### config.mk
export PLATFORM = sky130hd
export DESIGN_NAME = tamper_event_logger
export DESIGN_NICKNAME = d
export VERILOG_FILES = /design/src/rtl/tamper_event_logger.sv
export SDC_FILE = /design/constraint.sdc
export NUM_CORES = 1
export LEC_CHECK = 0
export CORE_MARGIN = 8
export CORE_UTILIZATION = 35
export CTS_BUF_LIST = sky130_fd_sc_hd__clkbuf_4 sky130_fd_sc_hd__clkbuf_8
export DETAILED_ROUTE_END_ITERATION = 6
export HOLD_SLACK_MARGIN = 0.08
export MAX_ROUTING_LAYER = met4
export PLACE_DENSITY = 0.6
export SYNTH_ARGS = -nofsm -noshare
export SYNTH_HDL_FRONTEND = slang
export SYNTH_SLANG_ARGS = --single-unit
### constraint.sdc
create_clock -name CLK -period 6.1 [get_ports CLK]
set_input_delay 1.83 -clock CLK [delete_from_list [all_inputs] [get_ports CLK]]
set_output_delay 1.83 -clock CLK [all_outputs]
set_load 0.03 [all_outputs]
### src/rtl/tamper_event_logger.sv
// Fabric-side tamper event logger: synchronizes the tamper strobe and flags, queues events
// for firmware, counts them, and pulses the tamper macro reset after repeated detect failures.
module tamper_event_logger #(
  parameter int FIFO_DEPTH  = 8,
  parameter int CNT_W       = 8,
  parameter int FAIL_THRESH = 4,
  parameter int PULSE_LEN   = 16
) (
  input  logic             CLK,
  input  logic             RESET,
  input  logic             TAMPER_CHANGE_STROBE,
  input  logic             DETECT_ATTEMPT,
  input  logic             DETECT_FAIL,
  input  logic             DIGEST_ERROR,
  input  logic             MESH_SHORT_ERROR,
  input  logic [3:0]       DETECT_CATEGORY,
  output logic             EVT_VALID,
  output logic [7:0]       EVT_DATA,
  input  logic             EVT_READY,
  output logic [CNT_W-1:0] EVT_COUNT,
  output logic             OVERFLOW,
  input  logic             CLR_STATUS,
  output logic             RESP_RESET_N
);

  localparam int AW = $clog2(FIFO_DEPTH);

  typedef enum logic [1:0] {IDLE, PULSE, HOLDOFF} state_t;

  // strb_q = {s3, s2, s1}
  logic [2:0]       strb_q;
  logic [7:0]       din_s1_q, din_s2_q;
  logic             evt, fail_evt;

  logic [7:0]       mem_q [FIFO_DEPTH];
  logic [AW:0]      wr_ptr_q, wr_ptr_d, rd_ptr_q, rd_ptr_d;
  logic             full, push, pop, drop;
  logic             valid_q, valid_d;
  logic [7:0]       data_q, data_d;

  logic [CNT_W-1:0] cnt_q, cnt_d;
  logic             ovf_q, ovf_d;
  logic [7:0]       fail_q, fail_d;

  state_t           state_q, state_d;
  logic [7:0]       pcnt_q, pcnt_d;
  logic             resp_n_q, resp_n_d;

  assign evt      = strb_q[1] & ~strb_q[2];
  assign fail_evt = evt & din_s2_q[6];

  assign full = (wr_ptr_q[AW] != rd_ptr_q[AW]) && (wr_ptr_q[AW-1:0] == rd_ptr_q[AW-1:0]);
  assign pop  = valid_q & EVT_READY;
  assign push = evt & (~full | pop);
  assign drop = evt & full & ~pop;

  assign wr_ptr_d = wr_ptr_q + {{AW{1'b0}}, push};
  assign rd_ptr_d = rd_ptr_q + {{AW{1'b0}}, pop};

  // Head register looks ahead to the post-edge head so pops sustain one entry per clock;
  // a slot being written this edge is forwarded straight from the synchronizer.
  always_comb begin
    valid_d = (rd_ptr_d != wr_ptr_d);
    data_d  = data_q;
    if (valid_d) begin
      if (rd_ptr_d == wr_ptr_q) data_d = din_s2_q;
      else                      data_d = mem_q[rd_ptr_d[AW-1:0]];
    end
  end

  always_comb begin
    cnt_d = cnt_q;
    if (CLR_STATUS)                  cnt_d = evt ? CNT_W'(1) : '0;
    else if (evt && (cnt_q != '1))   cnt_d = cnt_q + CNT_W'(1);

    ovf_d = (CLR_STATUS ? 1'b0 : ovf_q) | drop;

    fail_d = fail_q;
    if (CLR_STATUS)                                 fail_d = fail_evt ? 8'd1 : 8'd0;
    else if (fail_evt && (fail_q < 8'(FAIL_THRESH))) fail_d = fail_q + 8'd1;
  end

  always_comb begin
    state_d = state_q;
    pcnt_d  = pcnt_q;
    unique case (state_q)
      IDLE: begin
        if (fail_q == 8'(FAIL_THRESH)) begin
          state_d = PULSE;
          pcnt_d  = 8'(PULSE_LEN - 1);
        end
      end
      PULSE: begin
        if (pcnt_q == 8'd0) state_d = HOLDOFF;
        else                pcnt_d  = pcnt_q - 8'd1;
      end
      HOLDOFF: begin
        if (CLR_STATUS) state_d = IDLE;
      end
      default: state_d = IDLE;
    endcase
    resp_n_d = (state_d != PULSE);
  end

  always_ff @(posedge CLK or posedge RESET) begin
    if (RESET) begin
      strb_q   <= '0;
      din_s1_q <= '0;
      din_s2_q <= '0;
      wr_ptr_q <= '0;
      rd_ptr_q <= '0;
      valid_q  <= 1'b0;
      data_q   <= '0;
      cnt_q    <= '0;
      ovf_q    <= 1'b0;
      fail_q   <= '0;
      state_q  <= IDLE;
      pcnt_q   <= '0;
      resp_n_q <= 1'b1;
    end else begin
      strb_q   <= {strb_q[1:0], TAMPER_CHANGE_STROBE};
      din_s1_q <= {DETECT_ATTEMPT, DETECT_FAIL, DIGEST_ERROR, MESH_SHORT_ERROR, DETECT_CATEGORY};
      din_s2_q <= din_s1_q;
      wr_ptr_q <= wr_ptr_d;
      rd_ptr_q <= rd_ptr_d;
      valid_q  <= valid_d;
      data_q   <= data_d;
      cnt_q    <= cnt_d;
      ovf_q    <= ovf_d;
      fail_q   <= fail_d;
      state_q  <= state_d;
      pcnt_q   <= pcnt_d;
      resp_n_q <= resp_n_d;
    end
  end

  always_ff @(posedge CLK) begin
    if (push) mem_q[wr_ptr_q[AW-1:0]] <= din_s2_q;
  end

  assign EVT_VALID    = valid_q;
  assign EVT_DATA     = data_q;
  assign EVT_COUNT    = cnt_q;
  assign OVERFLOW     = ovf_q;
  assign RESP_RESET_N = resp_n_q;

endmodule

==> flow_metrics.env <==
export IMPL_coreArea_sq_um=15000
export IMPL_rows=45
export IMPL_p_switching_w=0.000894
export IMPL_wire_per_inst_um=17.1
export IMPL_fp_dieW_um=139
export IMPL_netlist_instances=326
export IMPL_worst_ep_arrival_time_ps=4760
export IMPL_drive_above_1_share_pct=18.1
export IMPL_finalWeightedCongestion=0.775
export IMPL_hp_class="reg2reg"
export IMPL_cts_tree="done"
export IMPL_p_sw_share_pct=30.0
export IMPL_crit_fanout=9
export IMPL_hold_viol_final=0
export IMPL_clock_fmax_mhz=225
export IMPL_syn_area_sq_um=5280
export IMPL_worst_slew_pin_slew_ps=974
export IMPL_wirelength_um=9800
export IMPL_final_cell_mix="edfxtp_1, dfrtp_1, clkdlybuf4s50_1"
export IMPL_cts_max_level=4
export IMPL_seq_area_frac_synth_pct=66.8
export IMPL_ys_types=46
export IMPL_power_leakage_nw=2.39
export IMPL_fin_crit_ps=4450
export IMPL_cts_resized=0
export IMPL_hold_buffers=0
export IMPL_grt_max_degree=38
export IMPL_hold_ws_ps=347
export IMPL_whs_path_depth=0
export IMPL_clkSinkCount=128
export IMPL_synthAdderAreaFrac_pct=2.13
export IMPL_initial_core_util_pct=35.2
export IMPL_viasPerCell=4.88
export IMPL_postCtsSetupBuffers=0
export IMPL_yosys_area_top_type_share_pct=36.4
export IMPL_setup_viol=0
export IMPL_status="complete, no violations"
export IMPL_yosys_area_top_type="edfxtp_1"
export IMPL_diodes=0
export IMPL_crit_type="in2reg"
export IMPL_nNetsFinal=395
export IMPL_endpoint_kind="flop"
export IMPL_async_flop_share_pct=50.0
export IMPL_synth_top_flop_cell="edfxtp_1"
export IMPL_syn2layout_area_growth_pct=17.5
export IMPL_numCtsBuffers=17
export IMPL_synth_seq_cells=128
export IMPL_max_slew_margin_rel_pct=34.8
export IMPL_p_per_area_nw_per_um2=480
export IMPL_fin_setup_tns_ps=0
export IMPL_final_common_cell="edfxtp_1"
export IMPL_pwr_share_clk_pct=25.8
export IMPL_grt_first_pass_wirelength_um=16300
export IMPL_antenna_found_initial=0
export IMPL_track_usage_pct=11.2
export IMPL_synth_nets=348
export IMPL_cp_start_kind="input pin"
export IMPL_synth_top_family_by_area="multiplexers"
export IMPL_period_share_pct=73.0
export IMPL_antenna_left=0
export IMPL_dpl_hpwl_um=6460
export IMPL_synth_mux_area_share_pct=13.3
export IMPL_clk_path_buf_depth=2
export IMPL_maxCapViolCount=0
export IMPL_comb_power_share_pct=35.4
export IMPL_yosysWarnings=0
export IMPL_drtIter0Drc=153
export IMPL_register_area_sq_um=3520
export IMPL_r2r_cells=9
export IMPL_drv_slew=0
export IMPL_r2r_start="wr_ptr_q[1]$_DFF_PP0_"
export IMPL_insertion_delay_ps=430
export IMPL_hp_start="din_s1_q[7]$_DFF_PP0_"
export IMPL_pin_count=32
export IMPL_clkTransAtPathRegs_ps=60
export IMPL_grt_pass1_vias=3045
export IMPL_irDropWorstVdd_mv=0.177
export IMPL_place_ws_ps=1180
export IMPL_design_die_area_sq_um=19300
export IMPL_synth_edff_count=64
export IMPL_startpoint="EVT_READY"
export IMPL_synth_compound_area_share_pct=2.73
export IMPL_overflow=0
export IMPL_clock_skew_ps=10.2
export IMPL_first_pass_iters=5
export IMPL_io_buffers=31
export IMPL_synthXorXnorAreaFrac_pct=4.67
export IMPL_cts_root_buf="clkbuf_8"
export IMPL_dieHeight_um=139
export IMPL_setup_ws_ps=1650
export IMPL_drc_errors=0
export IMPL_syn_area_per_cell_sq_um=16.2
export IMPL_yosys_area_share_simple_pct=8.06
export IMPL_p_seq_share_pct=38.8
export IMPL_intPower_w=0.00208
export IMPL_multi_input_area_sq_um=1630
export IMPL_ys_top_cells_by_area="edfxtp_1, dfrtp_1, mux4_1"
export IMPL_required_ps=6410
export IMPL_rsz0062_at_grt="no"
export IMPL_vias=2800
export IMPL_num_fill_cells=1361
## critical path, stage by stage
cell,delay (ps)
clkdlybuf4s50_1,400
nand2_1,90
and4_1,310
a21oi_1,110
ha_1,210
ha_1,190
xor2_1,170
xor2_1,180
or4_1,870
mux2_4,410
## layout make-up
class / instances / area share [%]
flip-flops and latches: 128 / 56.9
multi-input cells: 179 / 26.3
repair buffers: 37 / 5.73
clock buffers: 23 / 4.50
well taps: 188 / 3.79
clock inverters: 9 / 2.24
inverters: 10 / 0.605
## per-layer routing
metal	wire length [um]	global-route usage, %
met5	0	-
met4	99	3.47
met3	466	4.13
met2	5030	18.3
met1	4200	12.7
## cell usage after synthesis (4+ instances only)
| library cell | n |
|---|---|
| mux2_4 | 8 |
| nand3_1 | 10 |
| edfxtp_1 | 64 |
| mux4_2 | 8 |
| inv_1 | 10 |
| ha_1 | 9 |
| xnor2_1 | 14 |
| dfrtp_1 | 63 |
| nand2_1 | 12 |
| nand2b_1 | 4 |
| mux2_2 | 16 |
| nor2b_1 | 7 |
| mux4_1 | 8 |
| a21oi_1 | 6 |
| nor3_1 | 9 |
| nor2_1 | 25 |
| xor2_1 | 11 |
## state kept, by name, summed over array words and instances (netlist names), 2 cells and up
signal	flops
pcnt_q	8
mem_q	64
strb_q	3
fail_q	8
wr_ptr_q	4
din_s1_q	8
EVT_COUNT	8
state_q	2
din_s2_q	8
rd_ptr_q	4
EVT_DATA	8
## metrics by stage
step | utilization (%) | power [W] | cells | area (sq um)
after floorplan | - | 0.00203 | 326 | 5280
after global placement | 38.6 | 0.00221 | 542 | 5780
after detailed placement | 38.6 | 0.00223 | 542 | 5780
after CTS | 41.4 | 0.00302 | 574 | 6200
after global routing | 41.4 | 0.00313 | 574 | 6200
final | 41.4 | 0.00298 | 574 | 6200
## power by group through the flow
stage	Combinational (W)	Clock (W)	Sequential [W]
final	0.00106	0.000768	0.00115
after global routing	0.00113	0.000828	0.00117
after CTS	0.00107	0.000789	0.00116
after detailed placement	0.00106	0	0.00117
after global placement	0.00104	0	0.00117
after floorplan	0.000835	0	0.00120
## kinds of logic (layout without fill, tap and decap cells)
kind of cell | Yosys count | after routing
muxes | 41 | 41
and+or+nand+nor | 81 | 81
AOI/OAI and AO/OA | 22 | 22
adders and majority gates | 9 | 9
xor gates and xnor gates | 26 | 26
DFF | 128 | 128
buffers and inverters | 19 | 79
## final timing paths
path	slack, ps	end
min in group asynchronous	1800	EVT_VALID$_DFF_PP0_
setup reg to reg	2780	EVT_DATA[5]$_DFFE_PP0P_
max in group asynchronous	3380	RESP_RESET_N$_DFF_PP1_
hold / removal	350	din_s2_q[7]$_DFF_PP0_
hold reg to reg	350	din_s2_q[7]$_DFF_PP0_
setup / recovery	1650	EVT_DATA[5]$_DFFE_PP0P_
(Power assumes the default switching activity.)
==> patch (config.mk and constraints unchanged) <==
Put one more register stage on the output `OVERFLOW`, without a reset. The value now appears one clock later. The other outputs are not delayed to match.
--- a/src/rtl/tamper_event_logger.sv
+++ b/src/rtl/tamper_event_logger.sv
@@ -142,5 +142,7 @@
   assign EVT_DATA     = data_q;
   assign EVT_COUNT    = cnt_q;
-  assign OVERFLOW     = ovf_q;
+  always_ff @(posedge CLK) begin
+    OVERFLOW <= ovf_q;
+  end
   assign RESP_RESET_N = resp_n_q;
 
Check against the original RTL: same outputs for any inputs over 10 cycles, from zero or initial values and one cycle with RESET high; that may be too few to reach the edited logic, so the function may still have changed.
==> patch against the unedited design <==
  * Power rose by 0.57%
  * Synthesized cell count rose by 0.31%
  * Worst setup slack improved by 0.044 ns
  * Synthesized area rose by 0.38%
  * Critical endpoint is now EVT_DATA[2]$_DFFE_PP0P_
  * Sequential cell count rose by 1
  * Routed wire length rose by 1.2%
  * Design area rose by 0.54%
  * Critical path depth did not move
  * Die area rose by 0.34%
  * Highest routed layer unchanged
==> patch: results (changes against the unedited design) <==
[worst_setup_path]
path_delay_family = simple AND/OR/NAND/NOR gates
r2r-end = EVT_DATA[2]$_DFFE_PP0P_
cp_max_fo = 9  ; unchanged
crit_arrival_ns = 4.73  ; -0.03 ns
cp_slowest_stage_delay_ns = 0.89  ; +0.02 ns
r2r_start = wr_ptr_q[1]$_DFF_PP0_
rrSetupSlack_ns = 2.83  ; +0.05 ns
worst_path_max_delay_cell = or4_1

[global_routing]
grt_pass1_wl_um = 16100  ; -1.0%
grt_use_met2 = 0.183  ; -0.000518
met1_usage = 0.127  ; +0.000369
grt_use_total = 0.113  ; +0.00106
use_met3 = 0.0386  ; -0.00275
grt_max_degree = 35  ; -7.9%
grt_pass1_vias = 3060  ; +0.49%

[timing]
max-slew-margin-rel = 0.356  ; +0.00751
setup_tns_ns = 0  ; unchanged
holdWs_ns = 0.348  ; +0.000859 ns
worst_clock_skew_ns = 0.0111  ; +0.000944 ns
finalCritPeriodShare = 0.723  ; -0.00720

[hold_path]
holdPathStages = 0  ; unchanged
hp-start = din_s1_q[5]$_DFF_PP0_
hold_class = flop to flop
hold_end = din_s2_q[5]$_DFF_PP0_

[drt]
dr.pass1.iters = 4  ; -1
wl_per_cell_um = 17.3  ; +1.4%
vias_per_cell = 4.81  ; -1.5%
drt_iter0_drc = 109  ; -29%

[final_layout]
final_cells = 573  ; -0.17%
finalNetCount = 394  ; -0.25%
largest_reg_flops = 64  ; unchanged
fillers = 1360  ; -0.073%
drive_above_1_share = 0.195  ; +0.0135

[placed_design]
place_congestion = 0.784  ; +1.2%
place_ws_ns = 1.21  ; +0.0260 ns
port_buffers = 31  ; unchanged
placed_area_mm2 = 0.00580  ; +0.26%
hpwl_um = 6350  ; -1.6%
dp.cells = 541  ; -0.18%

[yosys]
synth-xor-area-share = 0.0465  ; -0.000176
synth_nets = 349  ; +0.29%
yosysSeqAreaShare = 0.669  ; +0.00126
synth_adder_area_share = 0.0213  ; -0.0000806
synth_mux_area_frac = 0.132  ; -0.000502
yosysUniqueCellTypes = 47  ; +2.2%
yosys-top-cells-area = edfxtp_1 36%, dfrtp_1 30%, mux4_1 4.0%
synth-compound-area-share = 0.0272  ; -0.000103
synth_edf_count = 64  ; unchanged
synth_ff_type = edfxtp_1
async_flop_share = 0.496  ; -0.00388
syn_avg_cell_area_um2 = 16.2  ; about the same

[clock_tree]
cts_buffer_depth = 2  ; unchanged
cts_resized = 0  ; unchanged
post-cts-setup-buffer-count = 0  ; unchanged

[pwr]
ir_worst_vdd_mv = 0.155  ; -12%
p_leak_nw = 2.38  ; -0.49%

[run_status]
status = finished clean

[patch: cell types whose count changed after synthesis]
| cell | unedited run | this run |
|---|---|---|
| dfxtp_1 | 0 | 1 |
[patch: routing by layer]
metal	routed length, um	part of all wire
met1	4480	0.45
met2	5020	0.51
met4	129	0.013
met3	290	0.029
met5	0	0
[patch: final cells by class]
class / instances / area [um2] / share of cell area
Clock buffer: 18 / 248 / 0.0397
Sequential cell: 129 / 3540 / 0.569
Clock inverter: 14 / 189 / 0.0303
Multi-Input combinational cell: 179 / 1640 / 0.263
Tap cell: 188 / 235 / 0.0377
Inverter: 10 / 37.5 / 0.00602
Timing Repair Buffer: 35 / 340 / 0.0546
[patch: how the worst max path moves through the flow]
stage / from / end / cells after the start
after floorplan: EVT_READY / EVT_DATA[0]$_DFFE_PP0P_ / 10
after global placement: EVT_READY / EVT_DATA[5]$_DFFE_PP0P_ / 10
after detailed placement: EVT_READY / EVT_DATA[1]$_DFFE_PP0P_ / 10
after CTS: EVT_READY / EVT_DATA[2]$_DFFE_PP0P_ / 10
after global routing: EVT_READY / EVT_DATA[2]$_DFFE_PP0P_ / 10
final: EVT_READY / EVT_DATA[2]$_DFFE_PP0P_ / 10
[patch: power by group]
part | switching, mW | internal [mW] | leakage [nW]
sequential | 0.112 | 1.05 | 1.37
combinational | 0.474 | 0.570 | 0.805
clock | 0.334 | 0.453 | 0.203
total | 0.919 | 2.08 | 2.38
[patch: kinds of logic after synthesis]
group | count (synthesis)
multiplexers | 41
XOR/XNOR | 26
flip-flops | 129
AO/OA/AOI/OAI | 22
buffers and inverters | 19
adder cells (fa/ha/maj) | 9
AND/OR/NAND/NOR | 81
